--- src/rtl/clkdiv_multi.sv ---
// Multi-channel programmable clock-enable generator: per-channel tick strobe and toggle output,
// with glitch-free divisor reload. Optional phase-sync input under CLKDIV_PHASE_SYNC_EN.
module clkdiv_multi #(
  parameter int unsigned NUM_CH      = 4,
  parameter int unsigned CNT_W       = 32,
  parameter int unsigned DEFAULT_DIV = 250000,
  localparam int unsigned SEL_W      = (NUM_CH > 1) ? $clog2(NUM_CH) : 1
) (
  input  logic              clk,
  input  logic              rst,
`ifdef CLKDIV_PHASE_SYNC_EN
  input  logic              sync,
`endif
  input  logic [NUM_CH-1:0] en,
  input  logic              div_wr,
  input  logic [SEL_W-1:0]  div_sel,
  input  logic [CNT_W-1:0]  div_data,
  output logic              div_ack,
  output logic              div_err,
  output logic [NUM_CH-1:0] tick,
  output logic [NUM_CH-1:0] clk_div
);

  localparam logic [CNT_W-1:0] DIV_RST  = CNT_W'(DEFAULT_DIV);
  localparam logic [SEL_W:0]   CH_LIMIT = (SEL_W + 1)'(NUM_CH);

  logic [CNT_W-1:0]  count  [NUM_CH];
  logic [CNT_W-1:0]  div    [NUM_CH];
  logic [CNT_W-1:0]  shadow [NUM_CH];
  logic [NUM_CH-1:0] pend;
  logic              do_sync;
  logic              wr_ok;

`ifdef CLKDIV_PHASE_SYNC_EN
  assign do_sync = sync;
`else
  assign do_sync = 1'b0;
`endif

  assign wr_ok = div_wr && (div_data != '0) && ({1'b0, div_sel} < CH_LIMIT);

  always_ff @(posedge clk) begin
    if (rst) begin
      for (int unsigned i = 0; i < NUM_CH; i++) begin
        count[i]  <= '0;
        div[i]    <= DIV_RST;
        shadow[i] <= DIV_RST;
      end
      pend    <= '0;
      tick    <= '0;
      clk_div <= '0;
      div_ack <= 1'b0;
      div_err <= 1'b0;
    end else begin
      div_ack <= wr_ok;
      div_err <= div_wr && !wr_ok;
      for (int unsigned i = 0; i < NUM_CH; i++) begin
        if (do_sync) begin
          count[i]   <= '0;
          clk_div[i] <= 1'b0;
          tick[i]    <= 1'b0;
          if (pend[i]) begin
            div[i]  <= shadow[i];
            pend[i] <= 1'b0;
          end
        end else if (en[i]) begin
          if (count[i] == div[i] - CNT_W'(1)) begin
            count[i]   <= '0;
            tick[i]    <= 1'b1;
            clk_div[i] <= ~clk_div[i];
            // Reload only at the wrap so the period just ending keeps the old divisor.
            if (pend[i]) begin
              div[i]  <= shadow[i];
              pend[i] <= 1'b0;
            end
          end else begin
            count[i] <= count[i] + CNT_W'(1);
            tick[i]  <= 1'b0;
          end
        end else begin
          tick[i] <= 1'b0;
          if (pend[i]) begin
            div[i]   <= shadow[i];
            count[i] <= '0;
            pend[i]  <= 1'b0;
          end
        end
        // Placed last so a write in the same cycle as a reload re-arms pend for the next one.
        if (wr_ok && (div_sel == SEL_W'(i))) begin
          shadow[i] <= div_data;
          pend[i]   <= 1'b1;
        end
      end
    end
  end

endmodule
--- config.mk ---
export PLATFORM = sky130hd
export DESIGN_NAME = clkdiv_multi
export DESIGN_NICKNAME = d
export VERILOG_FILES = /design/src/rtl/clkdiv_multi.sv
export SDC_FILE = /design/constraint.sdc
export NUM_CORES = 1
export LEC_CHECK = 0
export ABC_AREA = 1
export CORE_UTILIZATION = 42
export CTS_CLUSTER_SIZE = 28
export DETAILED_ROUTE_END_ITERATION = 7
export PLACE_DENSITY = 0.66
export SLEW_MARGIN = 20
export SYNTH_ARGS = -nofsm -noshare
export SYNTH_HDL_FRONTEND = slang
export SYNTH_SLANG_ARGS = --single-unit
--- constraint.sdc ---
create_clock -name clk -period 4.6 [get_ports clk]
set_clock_uncertainty 0.05 [all_clocks]
set_input_delay 0.92 -clock clk [delete_from_list [all_inputs] [get_ports clk]]
set_output_delay 0.92 -clock clk [all_outputs]
set_load 0.05 [all_outputs]
==> impl_metrics.json <==
{
  "status": "finished clean",
  "synthFlopType": "edfxtp_1",
  "firstDrtPassIters": 6,
  "drc": 0,
  "grt_start_max_net_pins": 33,
  "dp_hpwl_mm": 45.5,
  "synth.avg_cell_area_sq_um": 8.23,
  "min_from": "pend[0]$_SDFFE_PP0P_",
  "p_switching_uw": 2220,
  "reg2reg_slack_ns": 0.85,
  "nNetsFinal": 3140,
  "min_period_ns": 3.75,
  "worst_slew_pin_slew_ns": 0.913,
  "htreeDepth": 2,
  "syn_inst": 3025,
  "clk_latency_ns": 0.58,
  "ys_seq_area_share_pct": 47.4,
  "finalCoreUtilization_pct": 47.5,
  "clkPwrFrac_pct": 40.1,
  "cts_buffers": 44,
  "core_sq_mm": 0.0581,
  "rsz0062_at_grt": "false",
  "synth_top_family_by_area": "simple AND/OR/NAND/NOR gates",
  "finalSetupTns_ns": 0,
  "crit_family": "simple AND/OR/NAND/NOR gates",
  "path_cells": "nor2_1 > nand2_1 > nor2_1 > nand3_1 > nand2_1 > inv_1 > nor2_1 > nor2_1 > nor2_1 > nand3_1 > nor2_1 > nand2_2 > nand2_4 > nand2_4 > nand2_1 > buf_4",
  "cp_slowest_cell": "nand2_1",
  "synth-simple-area-share_pct": 34.0,
  "drive_gt1_share_pct": 9.21,
  "holdCritPathClass": "flop to flop",
  "grt_pass1_wl_mm": 94.3,
  "synth_area_leaders": "edfxtp_1, nand2_1, nor2_1",
  "postSynth.asyncResetShare_pct": 0,
  "antennaDiodeCount": 0,
  "finalHoldViolCount": 0,
  "peakVddDrop_mv": 0.346,
  "die_w_um": 245,
  "yosys.area.top_type": "edfxtp_1",
  "clkTransAtPathRegs_ns": 0.06,
  "slew_headroom_pct": 39.0,
  "intPower_uw": 6590,
  "port_buffers": 50,
  "cts_tree": "yes",
  "powerDensity_mw_per_mm2": 319,
  "synth_common_cells": "nand2_1, nor2_1, inv_1",
  "synth_compound_area_share_pct": 1.67,
  "power_frac_seq_pct": 50.0,
  "grt_overflow_total": 0,
  "regToRegEndpoint": "div[1][6]$_SDFFCE_PN0P_",
  "critPathKind": "flop to flop",
  "endpoint_kind": "flop",
  "synthAdderAreaFrac_pct": 0.402,
  "vias_per_cell": 4.90,
  "drt_iter0_drc": 1434,
  "setup_viol": 0,
  "synthToLayoutAreaGrowth_pct": 10.9,
  "start_util_pct": 42.8,
  "wl_mm": 59.8,
  "reg2reg_from": "div[1][12]$_SDFFCE_PN1P_",
  "synth_edf_count": 384,
  "worstSetupStartpointType": "flop",
  "worstPathRequired_ns": 4.80,
  "worstPathMaxFanout": 26,
  "drv_slew": 0,
  "ant_nets": 0,
  "die_h_um": 245,
  "cts_max_path_buffers": 3,
  "die-area_sq_mm": 0.0603,
  "grt_pass1_vias": 17800,
  "detail_route.wl_per_cell_um": 15.4,
  "vias": 19100,
  "synth_fp_nets": 3074,
  "clock_sinks": 398,
  "grt.total_usage_pct": 19.9,
  "sw_frac_of_total_pct": 25.2,
  "cap_violations": 0,
  "crit_top_cell": "nor2_1",
  "ios": 51,
  "place_congestion": 0.935,
  "fin_crit_sh_pct": 81.6,
  "rows": 88,
  "cts_root_buffer": "clkbuf_16",
  "p_comb_share_pct": 9.9,
  "holdPathEnd": "pend[0]$_SDFFE_PP0P_",
  "yosysMostFrequentCell": "nand2_1",
  "holdPathStages": 2,
  "mappedNetlistArea_sq_mm": 0.0249,
  "ys.warnings.count": 0,
  "cts_resized": 0,
  "antenna_found_initial": 0,
  "cp.buffers_inverters": 2,
  "worst-r2r-cell-count": 16,
  "cpPeakStageDelay_ns": 0.47,
  "synth_top_area_share_pct": 46.3,
  "synthMuxAreaShare_pct": 0,
  "synth-xor-area-share_pct": 8.43,
  "cp.arrival_ns": 3.96,
  "ys_seq_elements": 398,
  "postCtsSetupBuffers": 0,
  "synth.distinct_cells": 52,
  "fmax_mhz": 267,
  "cellLeakagePower_uw": 0.0108,
  "ctsHoldBuffers": 0
}
stage by stage:
step           cells  hold WS, ns  power [uW]  setup slack, ns  cell area (sq um)
2_1_floorplan   3025        0.398        5060             1.30              24900
3_3_place_gp    3810        0.435        5340            0.956              26200
3_5_place_dp    3810        0.423        5350            0.864              26200
4_1_cts         3892        0.430        8900            0.900              27600
5_1_grt         3892        0.465        9160            0.566              27600
6_report        3892        0.431        8810            0.848              27600
how the worst max path moves through the flow:
stage | start | to | cells after the start
3_5_place_dp | div_data[13] | shadow[3][7]$_SDFFCE_PN1P_ | 9
2_1_floorplan | rst | count[0][0]$_SDFFCE_PP0P_ | 6
4_1_cts | div[1][12]$_SDFFCE_PN1P_ | div[1][9]$_SDFFCE_PN0P_ | 16
5_1_grt | div[1][12]$_SDFFCE_PN1P_ | div[1][4]$_SDFFCE_PN1P_ | 16
3_3_place_gp | rst | div[1][0]$_SDFFCE_PN0P_ | 5
6_report | div[1][12]$_SDFFCE_PN1P_ | div[1][6]$_SDFFCE_PN0P_ | 16
cell type report:
class,instances,area (sq um)
multi-input combinational,2126,11100
fill,5728,30500
timing repair buffer,65,613
sequential,398,11800
clock inverter,18,209
tap,765,957
inverter,456,1710
clock buffer,64,1230
sequential cells by signal, summed over array words and instances (netlist names):
register / count
clk_div: 4
div_ack: 1
pend: 4
count: 128
div_err: 1
tick: 4
div: 128
shadow: 128
layout by cell type (no fill, tap or decap), types with 14 or more instances in the layout:
cell / instances
dfxtp_1: 14
nand4_1: 65
inv_1: 448
o21ai_0: 37
or2_2: 19
buf_4: 15
nor2_1: 616
nand3b_1: 39
nand3_1: 176
nor2_4: 65
a21oi_1: 21
nand2_1: 638
nand2_2: 22
edfxtp_1: 384
nor4_1: 22
nor3_1: 35
o21ai_1: 14
clkdlybuf4s50_1: 50
clkbuf_16: 45
xnor2_1: 75
xor2_1: 155
clkbuf_1: 16
nor2_2: 64
routing by layer:
metal	share of wire, %	vias to the layer above	GRT usage (%)
li1	-	9760	-
met1	46	8672	27.7
met2	45	537	31.6
met3	7.2	91	3.65
met4	2.4	0	5.41
met5	0	-	0
power by group through the flow:
| stage | sequential [uW] | clock [uW] | combinational (uW) |
|---|---|---|---|
| 4_1_cts | 4410 | 3620 | 878 |
| 6_report | 4410 | 3530 | 877 |
| 3_5_place_dp | 4480 | 0 | 873 |
| 3_3_place_gp | 4480 | 0 | 865 |
| 2_1_floorplan | 4400 | 0 | 664 |
| 5_1_grt | 4430 | 3740 | 985 |
worst register-to-register path, cell delays in order, from the launching register on:
cell,delay (ns)
edfxtp_1,0.43
nor2_1,0.24
nand2_1,0.15
nor2_1,0.23
nand3_1,0.18
nand2_1,0.10
inv_1,0.04
nor2_1,0.19
nor2_1,0.09
nor2_1,0.16
nand3_1,0.10
nor2_1,0.14
nand2_2,0.11
nand2_4,0.13
nand2_4,0.23
nand2_1,0.47
buf_4,0.37
kinds of logic (layout without fill, tap and decap cells):
kind of cell / after synthesis / in the layout
xor+xnor: 234 / 234
compound gates: 79 / 79
buf+inv: 501 / 603
fa+ha+maj: 8 / 8
simple gates: 1805 / 1805
flops: 398 / 398
Note: power is estimated with default switching activity, not from simulation.
